<file path="config.mk">
export PLATFORM = sky130hd
export DESIGN_NAME = ahb_slave_ram_bridge
export DESIGN_NICKNAME = d
export VERILOG_FILES = /design/src/rtl/ahb_slave_ram_bridge.sv
export SDC_FILE = /design/constraint.sdc
export NUM_CORES = 1
export LEC_CHECK = 0
export ABC_AREA = 1
export BUFFER_PORTS_ARGS = -buffer_cell sky130_fd_sc_hd__buf_2
export CORE_AREA = 2 2 101 103
export CTS_CLUSTER_DIAMETER = 50
export DETAILED_ROUTE_END_ITERATION = 16
export DIE_AREA = 0 0 103 105
export PLACE_DENSITY = 0.73
export SETUP_SLACK_MARGIN = 0.5
export SYNTH_ARGS = -nofsm -noshare
export SYNTH_HDL_FRONTEND = slang
export SYNTH_SLANG_ARGS = --single-unit
</file>
<file path="constraint.sdc">
create_clock -name clk -period 2 [get_ports clk]
set_clock_uncertainty 0.05 [all_clocks]
set_input_delay 0.1 -clock clk [delete_from_list [all_inputs] [get_ports clk]]
set_output_delay 0.1 -clock clk [all_outputs]
set_load 0.005 [all_outputs]
</file>
<file path="src/rtl/ahb_slave_ram_bridge.sv">
// AHB-Lite slave front-end driving a simple synchronous RAM port,
// with LFSR-driven HREADY stalls and address-triggered error/timeout injection.
module ahb_slave_ram_bridge #(
    parameter int          ADDR_BITS    = 24,
    parameter int          DATA_BITS    = 32,
    parameter int          STALL_CHANCE = 13,
    parameter int          BURST_CHANCE = 1,
    parameter int          BURST_LEN    = 10,
    parameter int          BURST_VAL    = 115,
    parameter logic [15:0] LFSR_SEED    = 16'hACE1
) (
    input  logic                   clk,
    input  logic                   reset,
    input  logic [ADDR_BITS-1:0]   HADDR,
    input  logic [1:0]             HTRANS,
    input  logic                   HWRITE,
    input  logic [1:0]             HSIZE,
    input  logic [DATA_BITS-1:0]   HWDATA,
    output logic [DATA_BITS-1:0]   HRDATA,
    output logic                   HREADY,
    output logic                   HRESP,
    input  logic                   stall_enable,
    input  logic [ADDR_BITS-1:0]   cfg_hresp_addr,
    input  logic [ADDR_BITS-1:0]   cfg_timeout_addr,
    output logic                   WR,
    output logic                   RD,
    output logic [ADDR_BITS-1:0]   ADDR_WR,
    output logic [ADDR_BITS-1:0]   ADDR_RD,
    output logic [DATA_BITS-1:0]   DIN,
    input  logic [DATA_BITS-1:0]   DOUT,
    output logic [DATA_BITS/8-1:0] BSEL
);
    localparam int CW = $clog2(BURST_LEN + 2);

    logic                 r_stall;
    logic                 r_timeout;
    logic                 r_hresp;
    logic                 r_dphase;
    logic                 r_wr_pre;
    logic [ADDR_BITS-1:0] r_addr_wr;
    logic [1:0]           r_hsize_d;
    logic [15:0]          r_lfsr;
    logic [CW-1:0]        r_burst;

    logic       w_act;
    logic       w_nidle;
    logic       w_ready;
    logic       w_rd;
    logic       w_fb;
    logic [7:0] w_chance;
    logic       w_stall_pre;
    logic       w_burst_go;
    logic [7:0] w_wide8;

    assign w_act   = HTRANS[1];
    assign w_nidle = HTRANS != 2'b00;
    assign w_ready = (HTRANS != 2'b01) & ~r_timeout & ~r_stall;
    assign w_rd    = ~HWRITE & w_act & w_ready;

    assign HREADY  = w_ready;
    assign HRESP   = r_hresp;
    assign RD      = w_rd;
    assign ADDR_RD = w_rd ? HADDR : '0;
    assign WR      = r_wr_pre & w_ready;
    assign ADDR_WR = r_addr_wr;
    assign DIN     = HWDATA;
    assign HRDATA  = (w_ready & r_dphase) ? DOUT : '0;

    // Stall odds rise while a burst is running
    assign w_fb        = r_lfsr[15] ^ r_lfsr[13] ^ r_lfsr[12] ^ r_lfsr[10];
    assign w_chance    = (r_burst != '0) ? 8'(BURST_VAL) : 8'(STALL_CHANCE);
    assign w_stall_pre = {1'b0, r_lfsr[6:0]} < w_chance;
    assign w_burst_go  = (r_burst == '0) &&
                         ({1'b0, r_lfsr[14:8]} < 8'(BURST_CHANCE));

    always_comb begin
        w_wide8 = 8'hFF;
        case (r_hsize_d)
            2'b00:   w_wide8 = 8'b1 << r_addr_wr[2:0];
            2'b01:   w_wide8 = 8'b11 << {r_addr_wr[2:1], 1'b0};
            2'b10:   w_wide8 = 8'hF << {r_addr_wr[2], 2'b00};
            default: w_wide8 = 8'hFF;
        endcase
    end

    generate
        if (DATA_BITS == 64) begin : g_bsel64
            assign BSEL = w_wide8;
        end else begin : g_bsel32
            assign BSEL = r_addr_wr[2] ? w_wide8[7:4] : w_wide8[3:0];
        end
    endgenerate

    always_ff @(posedge clk) begin
        if (reset) begin
            r_stall   <= 1'b0;
            r_timeout <= 1'b0;
            r_hresp   <= 1'b0;
            r_dphase  <= 1'b0;
            r_wr_pre  <= 1'b0;
            r_addr_wr <= '0;
            r_hsize_d <= 2'b00;
            r_lfsr    <= LFSR_SEED;
            r_burst   <= '0;
        end else begin
            r_lfsr  <= {r_lfsr[14:0], w_fb};
            r_stall <= stall_enable & w_stall_pre;

            if (w_burst_go)
                r_burst <= CW'(BURST_LEN);
            else if (r_burst != '0)
                r_burst <= r_burst - CW'(1);

            if (w_ready) begin
                r_wr_pre  <= HWRITE & w_act;
                r_addr_wr <= (HWRITE & w_act) ? HADDR : '0;
                r_hsize_d <= HSIZE;
            end

            // A new read wins over the clear of the previous data phase
            if (w_rd)
                r_dphase <= 1'b1;
            else if (w_ready)
                r_dphase <= 1'b0;

            if (w_nidle && HADDR == cfg_hresp_addr)
                r_hresp <= 1'b1;
            else if (w_ready)
                r_hresp <= 1'b0;

            if (w_nidle && HADDR == cfg_timeout_addr)
                r_timeout <= 1'b1;
            else if (cfg_timeout_addr == '0)
                r_timeout <= 1'b0;
        end
    end
endmodule

</file>
==> impl_metrics.csv, run 1 <==
group,metric,value,unit
run_status,outcome,"finished, final reports clean",
pwr,cellInternalPower,0.00199,W
timing,slew_violations,0,
pwr,leakagePower,2.88,nW
cells_and_area,final_cells,921,
route,wl_met3,1.00,mm
clock_network,cts_max_level,2,
cells_and_area,layout-drive-gt1-share,0.383,
pwr,p_total,0.00317,W
timing,max_freq,0.584,GHz
logic_synthesis,synthCells,591,
route,wl_met1,4.95,mm
clock_network,root_buffer,"clkbuf_8",
worst_setup_path,path_max_fanout,8,
logic_synthesis,synth_cell_types,27,
logic_synthesis,synth_top_family_by_area,"simple AND/OR/NAND/NOR gates",
timing,tightest_slew,0.416,ns
timing,rsz0062_at_grt,"true",
timing,fin_setup_tns,0,ns
pwr,power_density,610,nW/um^2
floorplan,pin_count,264,
pwr,swShare,0.374,
route,wl,13.4,mm
route,dr_wl_met2,7.18,mm
logic_synthesis,yosysWarnings,0,
timing,holdWs,0.0170,ns
floorplan,rows,36,
logic_synthesis,synthSimpleGateAreaFrac,0.338,
route,routedWlPerCell,14.6,um
clock_network,cts_sinks,51,
route,top_layer_used,"met4",
pwr,power_frac_seq,0.373,
timing,setup-violations-final,0,
logic_synthesis,syn-num-nets,738,
floorplan,dieHeight,105,um
clock_network,numCtsBuffers,5,
route,ant_nets,0,
place,hpwl,9.36,mm
global_route,overflow,0,
global_route,antenna_found_initial,3,
worst_setup_path,arrival,1.56,ns
worst_setup_path,worstPathRequired,1.85,ns
cells_and_area,post-route-cell-area,5200,sq um
pwr,p_comb_frac,0.422,
logic_synthesis,syn_area,3460,sq um
timing,period_share,0.856,
place,dpl.cell_count,879,
global_route,grt_pass1_wl,18.2,mm
route,viasPerCell,4.49,
worst_setup_path,crit_slowest_cell,"dfxtp_2",
global_route,grtUsageTotal,0.221,
logic_synthesis,synth-xor-area-share,0.0355,
floorplan,core-area,9640,sq um
logic_synthesis,synthMuxAreaShare,0,
route,drt_iter0_drc,165,
route,drt_first_pass_iters,4,
global_route,grt_max_degree,25,
worst_setup_path,crit_path_frequent_cell,"nor2_4",
worst_setup_path,cp_cell_sequence,"nor2_4 > nand2_4 > buf_6 > inv_6 > nand2_8 > clkbuf_16 > nor2_4 > buf_2",
clock_network,cts_tree,"built",
route,drc,0,
logic_synthesis,synth-compound-area-share,0.0955,
timing,hold_viol,0,
clock_network,clk_pin_slew,0.10,ns
timing,slew_headroom,0.722,
cells_and_area,syn_to_final_growth,50.5,%
pwr,p_switching,0.00119,W
worst_hold_path,min_path_type,"in -> reg",
place,gp_congestion,0.875,
worst_setup_path,start_kind,"flop",
route,num_vias,4137,
worst_setup_path,end_kind,"output pin",
floorplan,die_w,103,um
place,placedInstanceArea,4320,sq um
logic_synthesis,yosys_register_bits,51,
floorplan,initial_core_util,0.359,
worst_setup_path,critical_path_class,"reg -> out",
logic_synthesis,avgSynthCellArea,5.85,sq um
logic_synthesis,synth_fa_ha_area_frac,0.0109,
job,maxCapViolations,0,
worst_setup_path,cpPeakStageDelay,0.35,ns
logic_synthesis,ys_seq_area_frac,0.295,
global_route,grt_pass1_vias,3664,
clock_network,clk_latency,0.32,ns
place,portBuffers,199,
timing,min_period,1.71,ns
pwr,peakVddDrop,0.333,mV
floorplan,die_area,10800,sq um
pwr,clkPwrFrac,0.205,
clock_network,max-clock-path-buffers,2,
cells_and_area,final_net_count,931,
==> synthesized netlist by cell type, drive strengths merged <==
master    n  area, sq um
dfxtp    51         1020
clkinv    1         3.75
buf      42          315
nor4      1         6.26
xnor2     6         52.6
or2       1         6.26
inv     117          439
o21ai    22          110
ha        3         37.5
nor3      8         51.3
nand4     1         6.26
xor2      8         70.1
a21oi    41          205
nand3    19          100
o31ai     1         7.51
a211oi    1         7.51
clkbuf    5         18.8
nand2   157          599
nor2    106          400
==> logic make-up after synthesis <==
kind of cell	after synthesis
xor gates and xnor gates	14
DFF	51
AOI/OAI and AO/OA	65
and+or+nand+nor	293
buffers and inverters	165
adders and majority gates	3
==> state kept, by name, indices dropped and copies added, names as in the netlist <==
name / flops
HRESP: 1
r_dphase: 1
r_hsize_d: 2
r_wr_pre: 1
r_burst: 4
r_lfsr: 16
r_stall: 1
r_timeout: 1
ADDR_WR: 24
==> stage by stage <==
| step | util | setup slack, ns |
|---|---|---|
| after floorplan | - | 0.508 |
| after detailed placement | 0.448 | 0.394 |
| final | 0.540 | 0.287 |
| after global routing | 0.540 | 0.229 |
| after global placement | 0.448 | 0.431 |
| after CTS | 0.495 | 0.312 |
==> cell usage in the layout, fill, tap and decap left out, drive strengths merged <==
cell type,instances
a21oi,41
nor3,8
nand2,157
nand4,1
bufinv,1
buf,218
nor2,106
nand3,19
diode,3
o31ai,1
clkbuf,6
o21ai,22
dlygate4sd3,12
a211oi,1
clkinv,3
xnor2,6
dfxtp,51
inv,119
or2,1
xor2,8
nor4,1
ha,3
==> per-layer routing <==
metal / up-vias / global-route usage
met5: - / 0
met4: 0 / 0.0630
met3: 14 / 0.0421
met2: 174 / 0.429
met1: 1836 / 0.232
li1: 2113 / -
==> power by group through the flow <==
stage | clock network, W | logic (W) | registers (W)
6_report | 0.000649 | 0.00134 | 0.00118
5_1_grt | 0.000706 | 0.00149 | 0.00119
3_5_place_dp | 0 | 0.000980 | 0.00119
4_1_cts | 0.000669 | 0.00115 | 0.00118
3_3_place_gp | 0 | 0.000971 | 0.00119
2_1_floorplan | 0 | 0.000688 | 0.00119
==> layout make-up <==
type / instances / area, sq um
Timing Repair Buffer: 231 / 1390
Sequential cell: 51 / 1040
Fill cell: 939 / 4440
Timing Repair inverter: 2 / 17.5
Clock buffer: 5 / 68.8
Inverter: 118 / 467
Tap cell: 133 / 166
Clock inverter: 3 / 26.3
Multi-Input combinational cell: 375 / 2030
Antenna cell: 3 / 7.51
==> critical path, delay by kind of cell, from the launching register on <==
family,cells,cell delay (ns)
buffers and inverters,4,0.51
flip-flops,1,0.35
AND/OR/NAND/NOR,4,0.39
==> worst paths after layout <==
path                      end  depth (start not counted)       from  slack (ns)
setup / recovery   HRDATA[12]                          8  r_timeout        0.29
hold / removal    ADDR_WR[12]                          3  HADDR[12]        0.02
setup reg to reg   ADDR_WR[8]                          8  r_timeout        0.50
hold reg to reg     r_lfsr[8]                          2  r_lfsr[7]        0.38
==> what timing repair did <==
| action | in CTS | in global routing |
|---|---|---|
| setup endpoints to repair | 59 | 83 |
| resized for setup | 32 | 99 |
| hold endpoints to repair | 12 | 0 |
| hold buffers | 12 | 0 |
| gates cloned | 4 | 1 |
| pin swaps | 7 | 10 |
| buffers inserted | 11 | 3 |
Power figures use the tool's default switching activity.
==> run 2: changes to the inputs <==
CORE_AREA = 4 4 100 102   (was 2 2 101 103)
DIE_AREA = 0 0 104 106   (was 0 0 103 105)
PLACE_DENSITY = 0.77   (was 0.73)
==> impl_metrics.csv, run 2 (same netlist as run 1, synthesis figures left out) <==
group,metric,value,unit
pwr,p_comb_frac,0.400,
worst_setup_path,start_kind,"flop",
cells_and_area,ff_latch_area,1040,sq um
timing,hold_viol,0,
route,drt_iter0_drc,198,
timing,holdWs,0.00737,ns
clock_network,max-clock-path-buffers,2,
cells_and_area,layout-drive-gt1-share,0.370,
global_route,overflow,0,
global_route,grt_pass1_wl,19.0,mm
pwr,swShare,0.352,
route,num_vias,4174,
route,drt_first_pass_iters,5,
worst_setup_path,crit_slowest_cell,"dfxtp_2",
cells_and_area,final_cell_mix,"199 x buf_2, 153 x nand2_1, 110 x inv_1",
cells_and_area,largest_reg_flops,24,
clock_network,numCtsBuffers,5,
worst_setup_path,cp_num_buf_inv,3,
global_route,antenna_found_initial,3,
timing,slew_headroom,0.727,
pwr,power_density,647,nW/um^2
run_status,outcome,"finished, final reports clean",
pwr,cellInternalPower,0.00211,W
cells_and_area,final_common_cell,"buf_2",
floorplan,pin_count,264,
worst_setup_path,end_kind,"output pin",
clock_network,cts_max_level,2,
timing,setup-violations-final,0,
timing,tightest_slew,0.410,ns
pwr,power_frac_seq,0.365,
timing,slew_violations,0,
route,viasPerCell,4.62,
clock_network,clk_pin_slew,0.11,ns
route,wl,13.2,mm
pwr,clkPwrFrac,0.235,
floorplan,initial_core_util,0.380,
floorplan,dieHeight,106,um
cells_and_area,final_util,0.552,
route,routedWlPerCell,14.5,um
global_route,grtUsageTotal,0.215,
worst_setup_path,critical_path.top_delay_family,"simple AND/OR/NAND/NOR gates",
worst_setup_path,cpPeakStageDelay,0.34,ns
timing,fin_setup_tns,0,ns
worst_setup_path,path_max_fanout,13,
floorplan,die_w,104,um
job,maxCapViolations,0,
route,drc,0,
timing,min_period,1.59,ns
timing,max_freq,0.627,GHz
clock_network,root_buffer,"clkbuf_8",
cells_and_area,final_net_count,936,
worst_setup_path,critical_path_class,"reg -> out",
cells_and_area,final_cells,904,
floorplan,core-area,9110,sq um
global_route,grt_max_degree,33,
pwr,peakVddDrop,0.344,mV
cells_and_area,multi_input_area,1840,sq um
place,hpwl,9.56,mm
cells_and_area,post-route-cell-area,5020,sq um
worst_setup_path,cp_cell_sequence,"nor2_4 > nand2_4 > nor3_4 > buf_6 > inv_8 > nor2_2 > buf_2",
global_route,grt_pass1_vias,3853,
place,placedInstanceArea,4290,sq um
worst_setup_path,worstPathRequired,1.85,ns
timing,rsz0062_at_grt,"true",
clock_network,cts_tree,"built",
worst_setup_path,arrival,1.44,ns
timing,period_share,0.797,
worst_setup_path,r2r_setup_slack,0.52,ns
pwr,leakagePower,2.94,nW
route,ant_nets,0,
place,gp_congestion,0.876,
cells_and_area,syn_to_final_growth,45.3,%
floorplan,rows,35,
place,portBuffers,199,
floorplan,die_area,11000,sq um
clock_network,clk_latency,0.31,ns
worst_hold_path,min_path_type,"in -> reg",
clock_network,cts_sinks,51,
place,dpl.cell_count,857,
pwr,p_switching,0.00114,W
cells_and_area,n_fill_cell,946,
## run 2: cell count changes in the layout (fill, tap and decap cells not counted), moves of 2 or more
| cell | before | now |
|---|---|---|
| nor2_4 | 35 | 4 |
| nor2_1 | 62 | 78 |
| nor2_2 | 9 | 24 |
| buf_2 | 193 | 199 |
| buf_6 | 10 | 4 |
| buf_4 | 12 | 15 |
| buf_16 | 2 | 0 |
| clkinv_4 | 2 | 4 |
| inv_6 | 3 | 1 |
| nand2_4 | 1 | 3 |
| nor3_1 | 7 | 5 |
## run 2: final timing paths
kind / from / to / cells after the start
min: HADDR[11] / ADDR_WR[11] / 3
max: r_stall / ADDR_RD[4] / 7
max reg2reg: r_stall / r_wr_pre / 8
min reg2reg: r_lfsr[7] / r_lfsr[8] / 2
## run 2: through the flow
stage               setup WS, ns  power [W]
floorplan                  0.508    0.00187
global placement           0.430    0.00216
detailed placement         0.361    0.00218
CTS                        0.383    0.00313
global route               0.340    0.00348
finish                     0.406    0.00325
## run 2: power groups by stage
stage | Clock [W] | Sequential [W] | Combinational [W]
CTS | 0.000781 | 0.00118 | 0.00117
global placement | 0 | 0.00119 | 0.000968
global route | 0.000814 | 0.00120 | 0.00146
finish | 0.000763 | 0.00119 | 0.00130
detailed placement | 0 | 0.00119 | 0.000985
floorplan | 0 | 0.00119 | 0.000688
## run 2: repair_timing
action | in CTS | in global routing
pin swaps | 6 | 5
setup endpoints to repair | 60 | 85
setup buffers | 12 | 5
hold endpoints to repair | 11 | 0
gates cloned | 2 | 6
gates resized for setup | 41 | 46
hold buffers | 11 | 0
## run 2: layout make-up
type                            instances  share of cell area
Timing Repair Buffer                  234               0.276
Clock inverter                          3             0.00946
Inverter                              118              0.0911
Clock buffer                            5              0.0137
Timing Repair inverter                  4             0.00697
Antenna cell                            3             0.00149
Multi-Input combinational cell        375               0.367
Sequential cell                        51               0.207
Tap cell                              111              0.0276
## run 2: layer usage
metal / part of all wire / track usage / vias up
li1: - / - / 2122
met1: 0.37 / 0.223 / 1839
met2: 0.52 / 0.413 / 193
met3: 0.081 / 0.0577 / 20
met4: 0.024 / 0.0798 / 0
met5: 0 / 0 / -
## run 2: tightest hold or removal path, delay by kind of cell
family	cells	cell delay, ns
compound gates	1	0.05
buf+inv	1	0.12
simple gates	1	0.06
==> run 3: changes to the inputs <==
CORE_AREA = unset   (was 4 4 100 102)
CORE_MARGIN = 4   (was unset)
CORE_UTILIZATION = 37   (was unset)
DIE_AREA = unset   (was 0 0 104 106)
PLACE_DENSITY = 0.78   (was 0.77)
clock period = 1.42 ns   (was 2 ns; I/O delays follow)
==> impl_metrics.csv, run 3 (same netlist as run 1, synthesis figures left out) <==
group,metric,value,unit
global_route,antenna_found_initial,0,
worst_setup_path,cp_cell_sequence,"nor2_4 > nand2_4 > nor3_4 > clkinv_4 > buf_12 > nor2_4 > buf_2",
timing,fin_setup_tns,-13.12,ns
route,drc,0,
job,maxCapViolations,0,
cells_and_area,syn_to_final_growth,72.8,%
worst_setup_path,arrival,1.56,ns
cells_and_area,largest_reg_flops,24,
place,gp_congestion,0.881,
global_route,overflow,0,
pwr,p_comb_frac,0.505,
timing,rsz0062_at_grt,"true",
floorplan,die_w,105,um
cells_and_area,post-route-cell-area,5980,sq um
global_route,grtUsageTotal,0.211,
cells_and_area,final_cell_mix,"192 x buf_2, 143 x nand2_1, 106 x inv_1",
worst_hold_path,hold_depth,3,
timing,tightest_slew,0.332,ns
worst_setup_path,crit_path_frequent_cell,"nor2_4",
timing,period_share,1.18,
timing,worst_slack,-0.258,ns
worst_setup_path,end_kind,"output pin",
pwr,p_switching,0.00199,W
worst_setup_path,critical_path.top_delay_family,"buffers and inverters",
route,drt_first_pass_iters,4,
cells_and_area,final_net_count,971,
worst_setup_path,critical_path_class,"reg -> out",
worst_setup_path,worstPathRequired,1.30,ns
worst_setup_path,path_max_fanout,9,
worst_setup_path,start_kind,"flop",
timing,slew_headroom,0.777,
timing,hold_viol,0,
timing,slew_violations,0,
worst_setup_path,rr_startpoint,"r_burst[1]",
floorplan,initial_core_util,0.378,
pwr,peakVddDrop,0.570,mV
clock_network,root_buffer,"clkbuf_8",
timing,max_freq,0.596,GHz
place,hpwl,8.85,mm
pwr,power_density,887,nW/um^2
pwr,power_frac_seq,0.320,
worst_setup_path,r2r_setup_slack,-0.05,ns
clock_network,cts_max_level,2,
timing,holdWs,0.00413,ns
worst_setup_path,r2r_cells,9,
cells_and_area,final_common_cell,"buf_2",
run_status,violations,"negative setup slack",
place,placedInstanceArea,4910,sq um
clock_network,cts_sinks,51,
cells_and_area,n_fill_cell,771,
clock_network,clk_pin_slew,0.10,ns
global_route,grt_max_degree,21,
place,portBuffers,199,
timing,min_period,1.68,ns
pwr,clkPwrFrac,0.175,
worst_setup_path,cp_num_buf_inv,3,
route,viasPerCell,4.68,
pwr,leakagePower,3.14,nW
clock_network,numCtsBuffers,5,
run_status,outcome,"finished with violations",
clock_network,cts_tree,"built",
worst_hold_path,hold_end,"ADDR_WR[20]",
cells_and_area,diodes,0,
route,routedWlPerCell,13.3,um
floorplan,pin_count,264,
clock_network,max-clock-path-buffers,2,
floorplan,core-area,9150,sq um
pwr,swShare,0.376,
route,wl,12.4,mm
global_route,grt_pass1_wl,19.3,mm
worst_setup_path,rr_endpoint,"r_stall",
floorplan,dieHeight,105,um
worst_setup_path,cpPeakStageDelay,0.34,ns
floorplan,rows,35,
worst_setup_path,crit_slowest_cell,"dfxtp_2",
cells_and_area,layout-drive-gt1-share,0.492,
timing,setup-violations-final,60,
floorplan,die_area,11000,sq um
route,drt_iter0_drc,203,
clock_network,clk_latency,0.31,ns
route,num_vias,4383,
worst_hold_path,min_path_type,"in -> reg",
worst_hold_path,min_from,"HADDR[20]",
place,dpl_worst_slack,0.0457,ns
global_route,grt_pass1_vias,4082,
cells_and_area,final_util,0.653,
pwr,cellInternalPower,0.00331,W
route,ant_nets,0,
run 3: worst max-delay path by stage:
stage	start	to	slack (ns)	depth (start not counted)
final	r_stall	ADDR_RD[19]	-0.26	7
after global routing	r_timeout	ADDR_RD[20]	-0.35	7
after CTS	r_timeout	ADDR_RD[21]	-0.27	7
after detailed placement	r_burst[0]	r_stall	0.05	9
after global placement	r_burst[1]	r_stall	0.07	9
after floorplan	r_burst[1]	r_stall	0.06	9
run 3: layer usage:
metal / global-route usage / wire, um / share of wire / vias to the layer above
met5: 0 / 0 / 0 / -
met4: 0.0628 / 245 / 0.020 / 0
met3: 0.0457 / 1050 / 0.085 / 21
met2: 0.370 / 6380 / 0.51 / 182
met1: 0.260 / 4760 / 0.38 / 1984
li1: - / - / - / 2196
run 3: layout make-up:
class	count	area [sq um]	area share
clock inverters	3	27.5	0.00461
multi-input cells	375	2330	0.390
inverters	118	460	0.0771
repair buffers	273	1880	0.314
clock buffers	5	68.8	0.0115
well taps	111	139	0.0232
flip-flops and latches	51	1070	0.180
run 3: worst min-delay path, stage by stage:
cell     delay [ns]
buf_2          0.14
nand2_1        0.08
a21oi_2        0.05
run 3: timing repair:
| item | 4_1_cts | 5_1_grt |
|---|---|---|
| buffers inserted | 19 | 6 |
| gates cloned | 5 | 1 |
| pin swaps | 9 | 20 |
| setup endpoints to repair | 104 | 120 |
| hold endpoints to repair | 28 | 0 |
| hold buffers | 28 | 0 |
| gates resized for setup | 59 | 64 |
run 3: power by group through the flow:
stage	Sequential, W	Combinational, W	Clock (W)
floorplan	0.00169	0.00123	0
global placement	0.00169	0.00168	0
detailed placement	0.00170	0.00171	0
CTS	0.00167	0.00233	0.000937
global route	0.00172	0.00292	0.000999
finish	0.00170	0.00268	0.000928
run 3: through the flow:
| stage | instances | total power (W) |
|---|---|---|
| final | 936 | 0.00530 |
| after global routing | 936 | 0.00564 |
| after CTS | 929 | 0.00493 |
| after detailed placement | 869 | 0.00341 |
| after global placement | 869 | 0.00337 |
| after floorplan | 591 | 0.00292 |
